===== config.mk =====
export PLATFORM = sky130hd
export DESIGN_NAME = ldpc_layer_sched
export DESIGN_NICKNAME = d
export VERILOG_FILES = /design/src/rtl/ldpc_layer_sched_pkg.sv /design/src/rtl/ldpc_layer_sched.sv
export SDC_FILE = /design/constraint.sdc
export NUM_CORES = 1
export LEC_CHECK = 0
export CAP_MARGIN = 20
export CORE_ASPECT_RATIO = 1.4
export CORE_MARGIN = 2
export CORE_UTILIZATION = 47
export CTS_BUF_LIST = sky130_fd_sc_hd__clkbuf_2 sky130_fd_sc_hd__clkbuf_4 sky130_fd_sc_hd__clkbuf_8
export CTS_CLUSTER_DIAMETER = 200
export DETAILED_ROUTE_END_ITERATION = 6
export GPL_TIMING_DRIVEN = 0
export HOLD_SLACK_MARGIN = 0.15
export PLACE_DENSITY = 0.81
export REMOVE_ABC_BUFFERS = 1
export SLEW_MARGIN = 20
export SYNTH_ARGS = -nofsm -noshare
export SYNTH_HDL_FRONTEND = slang
export SYNTH_SLANG_ARGS = --single-unit

===== constraint.sdc =====
create_clock -name clk -period 3.8 [get_ports clk]
set_input_delay 0.76 -clock clk [delete_from_list [all_inputs] [get_ports clk]]
set_output_delay 0.76 -clock clk [all_outputs]
set_load 0.05 [all_outputs]

===== src/rtl/ldpc_layer_sched_pkg.sv =====
`default_nettype none
// ----------------------------------------------------------------------------
// ldpc_pkg : one-hot state encoding, null-shift constant and width helpers
//            shared by the layered-LDPC row sequencer.   Rev 1.0
// ----------------------------------------------------------------------------
package ldpc_pkg;

  localparam int DEF_MAX_BLOCK_SIZE = 8;
  localparam int DEF_MAX_LAYERS     = 4;
  localparam int DEF_MAX_ITER       = 15;

  // Width helpers never return 0 so degenerate sizes still give a legal vector.
  function automatic int clog2_min1(input int value);
    return (value > 1) ? $clog2(value) : 1;
  endfunction

  function automatic int width_block(input int max_block_size);
    return clog2_min1(max_block_size);
  endfunction

  function automatic int width_layer(input int max_layers);
    return clog2_min1(max_layers);
  endfunction

  function automatic int width_nlay(input int max_layers);
    return clog2_min1(max_layers + 1);
  endfunction

  function automatic int width_iter(input int max_iter);
    return clog2_min1(max_iter + 1);
  endfunction

  localparam int DEF_WIDTH_BLOCK = width_block(DEF_MAX_BLOCK_SIZE);
  localparam logic [DEF_WIDTH_BLOCK-1:0] NULL_SHIFT = '1;

  typedef enum logic [5:0] {
    IDLE     = 6'b000001,
    FETCH    = 6'b000010,
    ISSUE    = 6'b000100,
    WAIT_ROW = 6'b001000,
    CHECK    = 6'b010000,
    DONE     = 6'b100000
  } state_t;

endpackage
`default_nettype wire


===== src/rtl/ldpc_layer_sched.sv =====
`default_nettype none
// ----------------------------------------------------------------------------
// ldpc_layer_sched : per-iteration layer sweep sequencer for the route stage.
//                    LDPC_EARLY_TERM_EN enables exit on first good syndrome.
//                    Rev 1.0
// ----------------------------------------------------------------------------
module ldpc_layer_sched
  import ldpc_pkg::*;
#(
  parameter int MAX_BLOCK_SIZE = DEF_MAX_BLOCK_SIZE,
  parameter int MAX_LAYERS     = DEF_MAX_LAYERS,
  parameter int MAX_ITER       = DEF_MAX_ITER,
  localparam int WIDTH_BLOCK   = width_block(MAX_BLOCK_SIZE),
  localparam int WIDTH_LAYER   = width_layer(MAX_LAYERS),
  localparam int WIDTH_NLAY    = width_nlay(MAX_LAYERS),
  localparam int WIDTH_ITER    = width_iter(MAX_ITER)
) (
  input  logic                   clk,
  input  logic                   rst,
  input  logic                   start,
  input  logic                   abort,
  input  logic [WIDTH_NLAY-1:0]  num_layers_in,
  input  logic [WIDTH_ITER-1:0]  max_iter_in,
  output logic [WIDTH_LAYER-1:0] shift_addr,
  input  logic [WIDTH_BLOCK-1:0] shift_data,
  output logic                   start_row,
  output logic [WIDTH_BLOCK-1:0] cell_out,
  input  logic                   row_done,
  input  logic                   syndrome_ok,
  output logic                   busy,
  output logic                   done,
  output logic                   success,
  output logic [WIDTH_ITER-1:0]  iter_count
);

  state_t                 state;
  logic [WIDTH_LAYER-1:0] layer;
  logic [WIDTH_NLAY-1:0]  num_layers;
  logic [WIDTH_ITER-1:0]  max_iter;

  logic [WIDTH_ITER:0]    iter_next;
  logic [WIDTH_NLAY-1:0]  layer_next;
  logic                   last_iter;
  logic                   last_layer;
  logic                   exit_now;

  // The ROM address tracks the layer register directly, so it is stable
  // throughout FETCH and the ROM word arrives during ISSUE.
  assign shift_addr = layer;

  always_comb begin
    iter_next  = {1'b0, iter_count} + {{WIDTH_ITER{1'b0}}, 1'b1};
    layer_next = WIDTH_NLAY'(layer) + WIDTH_NLAY'(1);
    last_iter  = (iter_next >= {1'b0, max_iter});
    last_layer = (layer_next >= num_layers) ||
                 (layer == WIDTH_LAYER'(MAX_LAYERS - 1));
`ifdef LDPC_EARLY_TERM_EN
    exit_now   = last_iter || syndrome_ok;
`else
    exit_now   = last_iter;
`endif
  end

  always_ff @(posedge clk) begin
    if (rst) begin
      state      <= IDLE;
      layer      <= '0;
      num_layers <= '0;
      max_iter   <= '0;
      start_row  <= 1'b0;
      cell_out   <= '0;
      busy       <= 1'b0;
      done       <= 1'b0;
      success    <= 1'b0;
      iter_count <= '0;
    end else begin
      start_row <= 1'b0;
      done      <= 1'b0;
      // Abort pre-empts a coincident row_done; DONE itself cannot be aborted.
      if (abort && (state != IDLE) && (state != DONE)) begin
        state   <= DONE;
        done    <= 1'b1;
        success <= 1'b0;
      end else begin
        unique case (state)
          IDLE: begin
            if (start) begin
              num_layers <= num_layers_in;
              max_iter   <= max_iter_in;
              iter_count <= '0;
              success    <= 1'b0;
              layer      <= '0;
              busy       <= 1'b1;
              if ((num_layers_in == '0) || (max_iter_in == '0)) begin
                state <= DONE;
                done  <= 1'b1;
              end else begin
                state <= FETCH;
              end
            end
          end
          FETCH: state <= ISSUE;
          ISSUE: begin
            cell_out  <= shift_data;
            start_row <= 1'b1;
            state     <= WAIT_ROW;
          end
          WAIT_ROW: begin
            if (row_done) begin
              if (last_layer) begin
                state <= CHECK;
              end else begin
                layer <= layer + WIDTH_LAYER'(1);
                state <= FETCH;
              end
            end
          end
          CHECK: begin
            iter_count <= iter_next[WIDTH_ITER-1:0];
            if (exit_now) begin
              state   <= DONE;
              done    <= 1'b1;
              success <= syndrome_ok;
            end else begin
              layer <= '0;
              state <= FETCH;
            end
          end
          DONE: begin
            state <= IDLE;
            busy  <= 1'b0;
          end
          default: begin
            state <= IDLE;
            busy  <= 1'b0;
          end
        endcase
      end
    end
  end

endmodule
`default_nettype wire


==> impl_metrics.env, run 1 <==
export IMPL_finalCritPeriodShare_pct=66.6
export IMPL_synth_xor_area_share_pct=2.48
export IMPL_status="complete, no violations"
export IMPL_worstPathRequired_ps=3970
export IMPL_start_util_pct=49.1
export IMPL_route_detailed_drc=0
export IMPL_numPortBuffers=28
export IMPL_synthDominantCellAreaShare_pct=36.8
export IMPL_finalSetupViolCount=0
export IMPL_fmax_ghz=0.395
export IMPL_synth_top_area_cell="dfxtp_1"
export IMPL_grt_overflow_total=0
export IMPL_leakagePower_nw=0.704
export IMPL_critical_path_class="flip-flop to flip-flop"
export IMPL_area_growth_pct=25.2
export IMPL_ctsHoldBuffers=0
export IMPL_stdcell_area_sq_um=1770
export IMPL_hold_viol=0
export IMPL_postCtsResizedCells=0
export IMPL_synth_top_family_by_area="simple AND/OR/NAND/NOR gates"
export IMPL_synth_compound_area_share_pct=17.9
export IMPL_grt_max_degree=24
export IMPL_drt_wl_total_mm=3.09
export IMPL_yosys_most_used_dff="dfxtp_1"
export IMPL_synth_area_mux_share_pct=3.89
export IMPL_io_pins=29
export IMPL_crit_path_end_kind="flip-flop"
export IMPL_post_cts_buffers=0
export IMPL_wl_per_cell_um=13.4
export IMPL_synth_simple_area_share_pct=26.8
export IMPL_seqPwrFrac_pct=47.0
export IMPL_grt_util_met3_pct=1.51
export IMPL_yosys_top_cells_area="dfxtp_1 (37%), ha_1 (8.0%), a21oi_1 (6.0%), nand2_1 (5.6%), nor2_1 (4.5%)"
export IMPL_whs_ps=461
export IMPL_dieArea_sq_um=3470
export IMPL_met1_usage_pct=22.2
export IMPL_min_period_ps=2530
export IMPL_clockPowerShare_pct=27.8
export IMPL_antenna_found_initial=0
export IMPL_place_area_sq_um=1720
export IMPL_via_count=1289
export IMPL_grt_setup_unrepaired="no"
export IMPL_setup_tns_ps=0
export IMPL_crit_chain="ha_1 > xor2_1 > ha_1 > a21oi_1 > o21ai_0 > a21oi_1 > o311ai_2 > mux2_4"
export IMPL_drv_slew=0
export IMPL_p_comb_share_pct=25.2
export IMPL_drt_pass1_iter_count=4
export IMPL_htreeDepth=1
export IMPL_grt_busiest_layer="met2"
export IMPL_async_flop_share_pct=0
export IMPL_post_route_worst_setup_slack_ps=1270
export IMPL_track_usage_pct=19.9
export IMPL_syn_area_per_cell_sq_um=8.52
export IMPL_dp_hpwl_mm=2.36
export IMPL_grt_first_pass_wirelength_mm=5.41
export IMPL_critPathBufInv=0
export IMPL_cts_buffers=3
export IMPL_syn_area_sq_um=1410
export IMPL_cp_slowest_cell="dfxtp_1"
export IMPL_die_h_um=68.9
export IMPL_place_congestion=0.845
export IMPL_p_per_area_nw_per_um2=368
export IMPL_timing_max_cap_violations=0
export IMPL_nFillCells=241
export IMPL_slew_headroom_pct=43.0
export IMPL_worst_slew_pin_slew_ps=853
export IMPL_clk_pin_slew_worst_paths_ps=90
export IMPL_yosys_top_cells_count="dfxtp_1 (26), nand2_1 (21), a21oi_1 (17), nor2_1 (17)"
export IMPL_synth_cell_types=45
export IMPL_fin_nets=219
export IMPL_min_delay_path_class="flip-flop to flip-flop"
export IMPL_critPathMaxStageDelay_ps=430
export IMPL_p_switching_w=0.000200
export IMPL_crit_arrival_ps=2690
export IMPL_viasPerCell=5.60
export IMPL_cp_top_family="compound AO/OA/AOI/OAI gates"
export IMPL_cp_max_fo=6
export IMPL_clock_skew_ps=5.13
export IMPL_layout_drive_gt1_share_pct=8.29
export IMPL_clk_latency_ps=270
export IMPL_synth_cells=166
export IMPL_start_kind="flip-flop"
export IMPL_ys_ff_latch=26
export IMPL_rows=23
export IMPL_cts_sinks=26
export IMPL_tritoncts="yes"
export IMPL_grt_pass1_vias=1328
export IMPL_cts_root_buffer="clkbuf_8"
export IMPL_synth_most_common_cell="dfxtp_1"
export IMPL_ant_nets=0
export IMPL_yosysSeqAreaShare_pct=36.8
export IMPL_core_sq_um=2880
export IMPL_synthAdderAreaFrac_pct=7.96
export IMPL_vdd_drop_max_uv=255
export IMPL_met2_usage_pct=38.3
export IMPL_p_int_w=0.000452
export IMPL_place_ws_ps=1160
export IMPL_clockBufferDepth=2
export IMPL_drtIter0Drc=44
export IMPL_num_antenna_cells=0
export IMPL_synth_edff_count=0
export IMPL_switching_share_pct=30.6
export IMPL_die_w_um=50.4
export IMPL_yosys_warnings=0
[sequential cells by signal (all words and copies together) (netlist names)]
| signal | cells |
|---|---|
| max_iter | 4 |
| iter_count | 4 |
| cell_out | 3 |
| busy | 1 |
| state | 6 |
| success | 1 |
| shift_addr | 2 |
| num_layers | 3 |
| done | 1 |
| start_row | 1 |
[worst register-to-register path: cells and delay by family (launching register included)]
family	cells	cell delay (ps)
AO/OA/AOI/OAI	4	920
adder cells (fa/ha/maj)	2	540
flip-flops	1	430
multiplexers	1	330
XOR/XNOR	1	200
[area by class of cell]
cell class	count	area [sq um]	area share [%]
multi-input cells	126	835	47.1
flip-flops and latches	26	520	29.4
repair buffers	28	280	15.8
clock buffers	4	55.1	3.11
well taps	37	46.3	2.61
inverters	9	33.8	1.91
[layout by cell type (no fill, tap or decap), types with 4 or more instances in the layout]
cell type / instances
inv_1: 9
clkdlybuf4s50_1: 28
clkbuf_8: 4
a21oi_1: 17
nand2_1: 21
mux2i_1: 4
nor2_1: 17
nor2b_1: 4
dfxtp_1: 26
ha_1: 9
nor3_1: 5
[per-layer routing]
layer  part of all wire [%]  routed length, um
met4                    2.3                 70
met1                     41               1250
met3                    3.7                113
met2                     54               1660
met5                      0                  0
[kinds of logic after synthesis]
family / after synthesis
buffers and inverters: 14
AND/OR/NAND/NOR: 71
XOR/XNOR: 4
adder cells (fa/ha/maj): 9
flip-flops: 26
multiplexers: 5
AO/OA/AOI/OAI: 37
[power by group through the flow]
stage          logic [W]  clock network, W  registers [W]
6_report        0.000165          0.000181       0.000306
5_1_grt         0.000181          0.000191       0.000309
4_1_cts         0.000165          0.000183       0.000306
3_5_place_dp    0.000164                 0       0.000312
3_3_place_gp    0.000160                 0       0.000311
2_1_floorplan   0.000103                 0       0.000320
[final timing paths]
kind,from,to,slack (ps),cells after the start
worst max register to register,iter_count[0]$_SDFFE_PP0P_,shift_addr[0]$_SDFFE_PP0P_,1270,8
worst min-delay path,max_iter[2]$_SDFFE_PP0P_,max_iter[2]$_SDFFE_PP0P_,460,2
worst max-delay path,iter_count[0]$_SDFFE_PP0P_,shift_addr[0]$_SDFFE_PP0P_,1270,8
worst min register to register,max_iter[2]$_SDFFE_PP0P_,max_iter[2]$_SDFFE_PP0P_,460,2
[stage by stage]
step | total power (W) | cells | util (%)
3_5_place_dp | 0.000477 | 226 | 59.6
2_1_floorplan | 0.000423 | 161 | -
6_report | 0.000652 | 230 | 61.5
5_1_grt | 0.000681 | 230 | 61.5
4_1_cts | 0.000654 | 230 | 61.5
3_3_place_gp | 0.000471 | 226 | 59.6
Note: power is estimated with default switching activity, not from simulation.
==> run 2, diff against run 1 <==
- PLACE_DENSITY: 0.81 -> 0.84
- clock period: 3.8 -> 2.3 ns (I/O delays scaled with it)
==> run 2 against run 1 <==
Clock power grew 62%. Clock skew shrank 0.90 ps. Cell count grew 0.43%. Sequential share of layout area shrank 0.42 points. Critical endpoint unchanged. Largest cell class unchanged.
==> impl_metrics.env, run 2 (synthesis results as in run 1) <==
export IMPL_drt_pass1_iter_count=4
export IMPL_grt_first_pass_wirelength_mm=5.48
export IMPL_layout_commonest_cell="clkdlybuf4s50_1"
export IMPL_layout_drive_gt1_share_pct=11.3
export IMPL_rr_worst_depth=8
export IMPL_grt_max_degree=24
export IMPL_timing_max_cap_violations=0
export IMPL_grt_pass1_vias=1286
export IMPL_reg_top3="state x6, iter_count x4, max_iter x4"
export IMPL_via_count=1305
export IMPL_cp_max_fo=6
export IMPL_drv_slew=0
export IMPL_critical_path_class="flip-flop to flip-flop"
export IMPL_tritoncts="yes"
export IMPL_hold_viol=0
export IMPL_wl_per_cell_um=14.2
export IMPL_area_growth_pct=27.3
export IMPL_slew_headroom_pct=43.5
export IMPL_num_antenna_cells=0
export IMPL_r2r_slack_ps=80
export IMPL_numPortBuffers=28
export IMPL_finalSetupViolCount=0
export IMPL_leakagePower_nw=0.711
export IMPL_io_pins=29
export IMPL_place_ws_ps=-136
export IMPL_clockBufferDepth=2
export IMPL_post_route_worst_setup_slack_ps=77.7
export IMPL_final_cells=231
export IMPL_rr_endpoint="shift_addr[0]$_SDFFE_PP0P_"
export IMPL_p_int_w=0.000751
export IMPL_route_detailed_drc=0
export IMPL_p_comb_share_pct=26.1
export IMPL_vdd_drop_max_uv=375
export IMPL_crit_arrival_ps=2390
export IMPL_worstPathRequired_ps=2470
export IMPL_crit_path_end_kind="flip-flop"
export IMPL_status="complete, no violations"
export IMPL_fin_util_pct=62.6
export IMPL_start_util_pct=49.1
export IMPL_top_register="state"
export IMPL_ctsHoldBuffers=0
export IMPL_fmax_ghz=0.450
export IMPL_placed_cells=226
export IMPL_drt_wl_total_mm=3.28
export IMPL_min_delay_path_class="flip-flop to flip-flop"
export IMPL_die_w_um=50.4
export IMPL_clk_pin_slew_worst_paths_ps=90
export IMPL_min_from="max_iter[2]$_SDFFE_PP0P_"
export IMPL_min_period_ps=2220
export IMPL_dp_hpwl_mm=2.46
export IMPL_whs_endpoint="max_iter[2]$_SDFFE_PP0P_"
export IMPL_place_congestion=0.876
export IMPL_layout_common_cells="clkdlybuf4s50_1 (28), dfxtp_1 (25), nand2_1 (21), nor2_1 (17), a21oi_1 (16)"
export IMPL_viasPerCell=5.65
export IMPL_track_usage_pct=20.3
export IMPL_antenna_found_initial=0
export IMPL_core_sq_um=2880
export IMPL_seqPwrFrac_pct=46.7
export IMPL_worst_slew_pin_slew_ps=846
export IMPL_dieArea_sq_um=3470
export IMPL_clock_skew_ps=4.23
export IMPL_p_switching_w=0.000329
export IMPL_r2r_start="iter_count[0]$_SDFFE_PP0P_"
export IMPL_grt_setup_unrepaired="yes"
export IMPL_clk_latency_ps=270
export IMPL_switching_share_pct=30.5
export IMPL_die_h_um=68.9
export IMPL_grt_overflow_total=0
export IMPL_start_kind="flip-flop"
export IMPL_fin_nets=220
export IMPL_min_path_cells=2
export IMPL_cts_sinks=26
export IMPL_htreeDepth=1
export IMPL_largest_reg_flops=6
export IMPL_p_per_area_nw_per_um2=600
export IMPL_drtIter0Drc=34
export IMPL_ant_nets=0
export IMPL_cts_root_buffer="clkbuf_8"
export IMPL_clockPowerShare_pct=27.2
export IMPL_cts_buffers=3
export IMPL_rows=23
export IMPL_finalCritPeriodShare_pct=96.6
-- run 2: critical path, stage by stage (launching register included) --
cell and delay [ps]:
dfxtp_2 400, ha_2 240, xor2_1 170, ha_1 270, a21oi_1 110, o21ai_0 180
a21oi_2 250, o311ai_2 170, mux2_4 320
-- run 2: per-stage QoR --
step | hold slack (ps) | TNS, ps | instance area [sq um] | power [W]
after CTS | 469 | 0 | 1780 | 0.00107
after global placement | 446 | -84.8 | 1720 | 0.000774
after floorplan | 430 | -279 | 1390 | 0.000699
after detailed placement | 457 | -303 | 1720 | 0.000785
final | 465 | 0 | 1800 | 0.00108
after global routing | 487 | -57.3 | 1800 | 0.00114
-- run 2: timing repair --
item,4_1_cts,5_1_grt
buffers inserted,1,0
gates resized for setup,2,4
pin swaps,3,0
endpoints found under the setup margin,2,4
-- run 2: worst max path at each step --
stage,start,endpoint,cells past startpoint
finish,iter_count[0]$_SDFFE_PP0P_,shift_addr[0]$_SDFFE_PP0P_,8
global route,shift_addr[0]$_SDFFE_PP0P_,shift_addr[0]$_SDFFE_PP0P_,7
CTS,shift_addr[0]$_SDFFE_PP0P_,shift_addr[0]$_SDFFE_PP0P_,7
detailed placement,iter_count[0]$_SDFFE_PP0P_,shift_addr[0]$_SDFFE_PP0P_,8
global placement,iter_count[0]$_SDFFE_PP0P_,shift_addr[0]$_SDFFE_PP0P_,8
floorplan,shift_addr[0]$_SDFFE_PP0P_,shift_addr[0]$_SDFFE_PP0P_,7
-- run 2: layer usage --
| metal | vias to the layer above | wire length (um) | GRT usage (%) | part of all wire [%] |
|---|---|---|---|---|
| met5 | - | 0 | 0 | 0 |
| met4 | 0 | 47 | 10.8 | 1.4 |
| met3 | 4 | 116 | 2.16 | 3.5 |
| met2 | 42 | 1720 | 37.2 | 52 |
| met1 | 614 | 1390 | 23.3 | 43 |
| li1 | 645 | - | - | - |
-- run 2: final cells by class --
type	instances	area, sq um
repair buffers	29	288
multi-input cells	126	856
clock buffers	4	55.1
well taps	37	46.3
inverters	9	33.8
flip-flops and latches	26	522
fillers	242	1080
-- run 2: power groups by stage --
stage	clock network [W]	registers [W]	logic, W
4_1_cts	0.000295	0.000504	0.000273
3_5_place_dp	0	0.000515	0.000270
3_3_place_gp	0	0.000513	0.000261
5_1_grt	0.000321	0.000508	0.000307
2_1_floorplan	0	0.000529	0.000170
6_report	0.000294	0.000504	0.000282
